<file path="src/rtl/core_pkg.sv">
// Shared definitions for the 16-bit, 8-register pipelined core:
// opcodes, instruction field positions and the decoded control bundle.
package core_pkg;

    localparam int XLEN    = 16;
    localparam int RADDR_W = 3;

    localparam logic [3:0] OP_RTYPE = 4'd0;
    localparam logic [3:0] OP_ADDI  = 4'd1;
    localparam logic [3:0] OP_LW    = 4'd2;
    localparam logic [3:0] OP_SW    = 4'd3;
    localparam logic [3:0] OP_BEQ   = 4'd4;

    localparam int OP_HI  = 15;
    localparam int OP_LO  = 12;
    localparam int RS_HI  = 11;
    localparam int RS_LO  = 9;
    localparam int RT_HI  = 8;
    localparam int RT_LO  = 6;
    localparam int RD_HI  = 5;
    localparam int RD_LO  = 3;
    localparam int FN_HI  = 2;
    localparam int FN_LO  = 0;
    localparam int IMM_HI = 5;

    typedef struct packed {
        logic reg_wr_en;
        logic mem_rd;
        logic mem_wr;
        logic alu_imm;
        logic branch;
    } ctrl_t;

    function automatic logic [XLEN-1:0] sext6(input logic [IMM_HI:0] v);
        return {{(XLEN-IMM_HI-1){v[IMM_HI]}}, v};
    endfunction

endpackage

</file>
<file path="src/rtl/id_decoder.sv">
// Combinational instruction decoder: control bundle, destination register,
// which source fields are actually read, and the sign-extended immediate.
module id_decoder
    import core_pkg::*;
(
    input  logic [XLEN-1:0]    i_instr,
    output ctrl_t              o_ctrl,
    output logic [RADDR_W-1:0] o_dest,
    output logic               o_rs_used,
    output logic               o_rt_used,
    output logic [XLEN-1:0]    o_imm
);

    logic               w_has_dest;
    logic [RADDR_W-1:0] w_rt;
    logic [RADDR_W-1:0] w_rd;

    assign w_rt  = i_instr[RT_HI:RT_LO];
    assign w_rd  = i_instr[RD_HI:RD_LO];
    assign o_imm = sext6(i_instr[IMM_HI:0]);

    // Opcode decode; unknown opcodes fall through as a NOP with no sources.
    always_comb begin
        o_ctrl     = '0;
        o_dest     = {RADDR_W{1'b0}};
        w_has_dest = 1'b0;
        o_rs_used  = 1'b0;
        o_rt_used  = 1'b0;
        case (i_instr[OP_HI:OP_LO])
            OP_RTYPE: begin
                w_has_dest = 1'b1;
                o_dest     = w_rd;
                o_rs_used  = 1'b1;
                o_rt_used  = 1'b1;
            end
            OP_ADDI: begin
                w_has_dest     = 1'b1;
                o_dest         = w_rt;
                o_rs_used      = 1'b1;
                o_ctrl.alu_imm = 1'b1;
            end
            OP_LW: begin
                w_has_dest     = 1'b1;
                o_dest         = w_rt;
                o_rs_used      = 1'b1;
                o_ctrl.mem_rd  = 1'b1;
                o_ctrl.alu_imm = 1'b1;
            end
            OP_SW: begin
                o_rs_used      = 1'b1;
                o_rt_used      = 1'b1;
                o_ctrl.mem_wr  = 1'b1;
                o_ctrl.alu_imm = 1'b1;
            end
            OP_BEQ: begin
                o_rs_used     = 1'b1;
                o_rt_used     = 1'b1;
                o_ctrl.branch = 1'b1;
            end
            default: begin
                o_ctrl = '0;
            end
        endcase
        // r0 is hardwired to zero, so writes to it are suppressed here.
        o_ctrl.reg_wr_en = w_has_dest & (o_dest != {RADDR_W{1'b0}});
    end

endmodule

</file>
<file path="src/rtl/id_stage.sv">
// Instruction-decode stage: register file addressing, load-use bubble
// insertion and the ID/EX pipeline register with valid/ready handshakes.
module id_stage
    import core_pkg::*;
#(
    parameter int CNT_W = 16
) (
    input  logic               clk,
    input  logic               rst,
    input  logic               if_valid,
    input  logic [XLEN-1:0]    if_instr,
    input  logic [XLEN-1:0]    if_pc,
    output logic               id_ready,
    output logic [RADDR_W-1:0] rf_rd_addr_1,
    output logic [RADDR_W-1:0] rf_rd_addr_2,
    input  logic [XLEN-1:0]    rf_rd_data_1,
    input  logic [XLEN-1:0]    rf_rd_data_2,
    input  logic               ex_ready,
    input  logic               flush,
    output logic               idex_valid,
    output logic [XLEN-1:0]    idex_pc,
    output logic [3:0]         idex_op,
    output logic [2:0]         idex_funct,
    output logic [RADDR_W-1:0] idex_rs,
    output logic [RADDR_W-1:0] idex_rt,
    output logic [XLEN-1:0]    idex_rs_data,
    output logic [XLEN-1:0]    idex_rt_data,
    output logic [XLEN-1:0]    idex_imm,
    output logic [RADDR_W-1:0] idex_dest,
    output logic               idex_reg_wr_en,
    output logic               idex_mem_rd,
    output logic               idex_mem_wr,
    output logic               idex_alu_imm,
    output logic               idex_branch,
    output logic [CNT_W-1:0]   stall_count
);

    localparam logic [CNT_W-1:0] CNT_ONE = {{(CNT_W-1){1'b0}}, 1'b1};

    ctrl_t              w_ctrl;
    logic [RADDR_W-1:0] w_dest;
    logic               w_rs_used;
    logic               w_rt_used;
    logic [XLEN-1:0]    w_imm;
    logic [RADDR_W-1:0] w_rs;
    logic [RADDR_W-1:0] w_rt;
    logic               w_adv;
    logic               w_haz;

    logic               r_valid;
    logic [XLEN-1:0]    r_pc;
    logic [3:0]         r_op;
    logic [2:0]         r_funct;
    logic [RADDR_W-1:0] r_rs;
    logic [RADDR_W-1:0] r_rt;
    logic [XLEN-1:0]    r_rs_data;
    logic [XLEN-1:0]    r_rt_data;
    logic [XLEN-1:0]    r_imm;
    logic [RADDR_W-1:0] r_dest;
    ctrl_t              r_ctrl;
    logic [CNT_W-1:0]   r_stall_count;

    id_decoder u_dec (
        .i_instr   (if_instr),
        .o_ctrl    (w_ctrl),
        .o_dest    (w_dest),
        .o_rs_used (w_rs_used),
        .o_rt_used (w_rt_used),
        .o_imm     (w_imm)
    );

    assign w_rs         = if_instr[RS_HI:RS_LO];
    assign w_rt         = if_instr[RT_HI:RT_LO];
    assign rf_rd_addr_1 = w_rs;
    assign rf_rd_addr_2 = w_rt;

    assign w_adv = ~r_valid | ex_ready;
    // Only fields the incoming instruction actually reads can create a hazard.
    assign w_haz = if_valid & r_valid & r_ctrl.mem_rd & (r_dest != {RADDR_W{1'b0}}) &
                   ((w_rs_used & (w_rs == r_dest)) | (w_rt_used & (w_rt == r_dest)));
    assign id_ready = flush | (w_adv & ~w_haz);

    // ID/EX register and bubble counter; flush beats hazard beats load.
    always_ff @(posedge clk or posedge rst) begin
        if (rst) begin
            r_valid       <= 1'b0;
            r_pc          <= {XLEN{1'b0}};
            r_op          <= 4'd0;
            r_funct       <= 3'd0;
            r_rs          <= {RADDR_W{1'b0}};
            r_rt          <= {RADDR_W{1'b0}};
            r_rs_data     <= {XLEN{1'b0}};
            r_rt_data     <= {XLEN{1'b0}};
            r_imm         <= {XLEN{1'b0}};
            r_dest        <= {RADDR_W{1'b0}};
            r_ctrl        <= '0;
            r_stall_count <= {CNT_W{1'b0}};
        end else if (flush) begin
            r_valid <= 1'b0;
            r_ctrl  <= '0;
        end else if (w_adv && w_haz) begin
            r_valid <= 1'b0;
            r_ctrl  <= '0;
            if (r_stall_count != {CNT_W{1'b1}}) begin
                r_stall_count <= r_stall_count + CNT_ONE;
            end
        end else if (w_adv && if_valid) begin
            r_valid   <= 1'b1;
            r_pc      <= if_pc;
            r_op      <= if_instr[OP_HI:OP_LO];
            r_funct   <= if_instr[FN_HI:FN_LO];
            r_rs      <= w_rs;
            r_rt      <= w_rt;
            r_rs_data <= rf_rd_data_1;
            r_rt_data <= rf_rd_data_2;
            r_imm     <= w_imm;
            r_dest    <= w_dest;
            r_ctrl    <= w_ctrl;
        end else if (w_adv) begin
            r_valid <= 1'b0;
            r_ctrl  <= '0;
        end else begin
            r_valid <= r_valid;
        end
    end

    assign idex_valid     = r_valid;
    assign idex_pc        = r_pc;
    assign idex_op        = r_op;
    assign idex_funct     = r_funct;
    assign idex_rs        = r_rs;
    assign idex_rt        = r_rt;
    assign idex_rs_data   = r_rs_data;
    assign idex_rt_data   = r_rt_data;
    assign idex_imm       = r_imm;
    assign idex_dest      = r_dest;
    assign idex_reg_wr_en = r_ctrl.reg_wr_en;
    assign idex_mem_rd    = r_ctrl.mem_rd;
    assign idex_mem_wr    = r_ctrl.mem_wr;
    assign idex_alu_imm   = r_ctrl.alu_imm;
    assign idex_branch    = r_ctrl.branch;
    assign stall_count    = r_stall_count;

endmodule
</file>
<file path="config.mk">
export PLATFORM = sky130hd
export DESIGN_NAME = id_stage
export DESIGN_NICKNAME = d
export VERILOG_FILES = /design/src/rtl/core_pkg.sv /design/src/rtl/id_decoder.sv /design/src/rtl/id_stage.sv
export SDC_FILE = /design/constraint.sdc
export NUM_CORES = 1
export LEC_CHECK = 0
export CAP_MARGIN = 5
export CORE_MARGIN = 2
export CORE_UTILIZATION = 50
export DETAILED_ROUTE_END_ITERATION = 10
export DONT_BUFFER_PORTS = 1
export GPL_TIMING_DRIVEN = 0
export MAX_ROUTING_LAYER = met4
export SYNTH_ARGS = -nofsm -noshare
export SYNTH_HDL_FRONTEND = slang
export SYNTH_HIERARCHICAL = 1
export SYNTH_SLANG_ARGS = --single-unit
</file>
<file path="constraint.sdc">
create_clock -name clk -period 3.1 [get_ports clk]
set_input_delay 0.155 -clock clk [delete_from_list [all_inputs] [get_ports clk]]
set_output_delay 0.155 -clock clk [all_outputs]
set_load 0.02 [all_outputs]
</file>
==> impl_metrics.yaml <==
setup_path:
  cp_slowest_cell: "dfrtp_1"
  cp_num_buf_inv: 1
  crit_arrival_ns: 2.10
  slowest_delay_ns: 0.52
  critPathTopFamily: "simple AND/OR/NAND/NOR gates"
  worstSetupPathType: "reg -> out"
  cp.required_ns: 2.94
  critPathLaunchType: "register"
  path_cells: "or3_1 -> nand4_1 -> a21oi_2 -> buf_2 -> o21bai_1"
  r2r_slack_ns: 0.95
  critPathMaxFanout: 10
  worstSetupEndpointType: "output pin"
synthesis:
  synth_area_mm2: 0.00443
  synthCells: 314
  synth_area_leaders: "dfrtp_1 58%, mux2_2 12%, mux2_1 8.6%"
  yosys_warnings: 6
  synth.avg_cell_area_um2: 14.1
  synth_edf_count: 0
  yosysSeqAreaShare: 0.576
  synthArstFlopShare: 1.00
  synth_cell_types: 34
  synth_largest_area_cell: "dfrtp_1"
  synth-seq-cells: 102
  syn_nets: 384
  synth_ff_type: "dfrtp_1"
  synth_top_area_frac: 0.576
global_routing:
  track_usage: 0.206
  grt_antenna_before_repair: 0
  grt_max_degree: 60
  grt_pass1_wl_mm: 15.0
  first_global_vias: 2913
  grt.overflow.total: 0
cts:
  cts_resized: 0
  numCtsBuffers: 9
  cts_buffer_depth: 2
  cts-root-buf: "clkbuf_8"
  clkTransAtPathRegs_ns: 0.09
  clkSinkCount: 102
  clk_latency_ns: 0.36
  htree_levels: 3
  cts_tree: "built"
  postCtsSetupRepairBufs: 0
die:
  dieArea_mm2: 0.00963
  coreArea_mm2: 0.00864
  die_w_um: 98.1
  ios: 178
  initial_core_util: 0.513
  row_count: 34
  fp.dieH_um: 98.1
sta:
  rsz0062_at_grt: "no"
  fin_ws_ns: 0.848
  fmax_ghz: 0.444
  finalSetupViolCount: 0
  slew_viol_final: 0
  worst_pin_slew_ns: 0.815
  setup_tns_ns: 0
  fin_crit_ns: 2.25
  hold_viol: 0
  fin_crit_sh: 0.726
  finClkSkew_ns: 0.0118
  slew_headroom: 0.454
cells_and_area:
  syn_to_final_growth_pct: 22.6
  drive_gt1_frac: 0.278
  antenna_cells: 0
  nets: 461
  final_cells: 503
  design_area_mm2: 0.00543
  nFillCells: 657
pwr:
  peakVddDrop_v: 0.000306
  finalPower_uw: 3070
  power.density_mw_per_mm2: 564
  leakage_uw: 0.00235
placed_design:
  dpl_worst_slack_ns: 0.926
  dp.cells: 423
  hpwl_mm: 6.32
  io_buffers: 0
  gp_congestion: 0.793
  place_area_mm2: 0.00460
status:
  outcome: "finished, final reports clean"
detailed_routing:
  firstDrtPassIters: 4
  ant_nets: 0
  drt_wl_total_mm: 9.50
  via_count: 2733
  drcViolationCount: 0
  avgViaCountPerCell: 5.43
  wire_per_inst_um: 18.9
  drtIter0Drc: 63
run:
  drv_cap: 0
worst_hold_path:
  hp-class: "in -> reg"
metal layers:
| metal | vias to the layer above | track usage | wire length (um) |
|---|---|---|---|
| met2 | 116 | 0.335 | 4690 |
| met1 | 1365 | 0.243 | 3880 |
| met4 | 0 | 0.0706 | 104 |
| met5 | - | - | 0 |
| li1 | 1244 | - | - |
| met3 | 8 | 0.0651 | 835 |
state kept, by name, indices dropped and copies added, names as in the netlist, 3 cells and up:
| signal | cells |
|---|---|
| idex_imm | 16 |
| idex_funct | 3 |
| stall_count | 16 |
| idex_rt_data | 16 |
| idex_rt | 3 |
| idex_rs | 3 |
| idex_rs_data | 16 |
| idex_op | 4 |
| idex_pc | 16 |
| idex_dest | 3 |
logic make-up after synthesis:
family                   Yosys count  synth area share
AND/OR/NAND/NOR                   55            0.0765
AO/OA/AOI/OAI                     18            0.0336
adder cells (fa/ha/maj)            1           0.00282
flip-flops                       102             0.576
XOR/XNOR                          19            0.0376
multiplexers                      83             0.211
buffers and inverters             36            0.0627
layout by cell type (no fill, tap or decap), types with 3 or more instances in the layout:
cell	netlist	routed
nor2_1	3	3
a22o_1	5	5
dlygate4sd3_1	0	65
mux2_1	34	34
a211oi_2	3	3
nand4_1	12	12
buf_4	22	22
nand3_1	6	6
dfrtp_1	102	102
a21oi_1	4	4
buf_2	6	6
nand2_1	3	3
xnor2_1	19	19
clkbuf_8	0	9
nor2b_1	5	5
buf_6	7	7
or2_2	3	3
and3_1	8	8
mux2_2	48	48
cell usage after synthesis (2+ instances only):
| cell type | count |
|---|---|
| buf_4 | 22 |
| or2_2 | 3 |
| nand3_1 | 6 |
| and4_1 | 2 |
| or3_1 | 2 |
| buf_2 | 6 |
| xnor2_1 | 19 |
| a21oi_1 | 4 |
| dfrtp_1 | 102 |
| nand2_1 | 3 |
| nand3b_1 | 2 |
| a22o_1 | 5 |
| and2_1 | 2 |
| nand4_1 | 12 |
| nor2_1 | 3 |
| nor2b_1 | 5 |
| buf_6 | 7 |
| mux2_2 | 48 |
| nand2b_1 | 2 |
| mux2_1 | 34 |
| and3_1 | 8 |
| a21oi_2 | 2 |
| a211oi_1 | 2 |
| a211oi_2 | 3 |
final timing paths:
kind                                    to         start  cells past startpoint
max                               id_ready  idex_dest[0]                      5
max reg2reg                    idex_imm[2]  idex_dest[0]                      7
min                            idex_imm[0]   if_instr[0]                      2
max in group asynchronous      idex_imm[2]           rst                      3
min in group asynchronous  idex_rs_data[0]           rst                      2
min reg2reg                   idex_imm[14]  idex_imm[14]                      1
layout make-up:
class	instances	area, um^2	area share
Timing Repair Buffer	66	678	0.125
Sequential cell	102	2550	0.470
Buffer	35	274	0.0504
Inverter	1	6.26	0.00115
Tap cell	108	135	0.0249
Clock buffer	10	128	0.0235
Clock inverter	5	58.8	0.0108
Multi-Input combinational cell	176	1600	0.295
worst reg2reg max path, stage by stage, from the launching register on:
cell and delay [ns]:
dfrtp_1 0.52, or3_1 0.43, nand4_1 0.13, a21oi_2 0.08
nor2_4 0.18, buf_6 0.19, buf_6 0.18, mux2_1 0.34
power breakdown:
group	total [uW]	internal, uW	switching [uW]
clock	813	371	442
sequential	1880	1510	368
combinational	376	235	140
total	3070	2120	950
stage by stage:
stage                     hold WS, ns   util
final                          0.0239  0.629
after floorplan                 0.290      -
after detailed placement        0.133  0.532
after global routing           0.0137  0.629
after global placement          0.290  0.529
after CTS                     0.00913  0.629
what timing repair did:
| action | CTS | global route |
|---|---|---|
| setup endpoints to repair | 0 | 0 |
| endpoints found under the hold margin | 116 | 0 |
| hold buffers | 65 | 0 |
(Power assumes the default switching activity.)
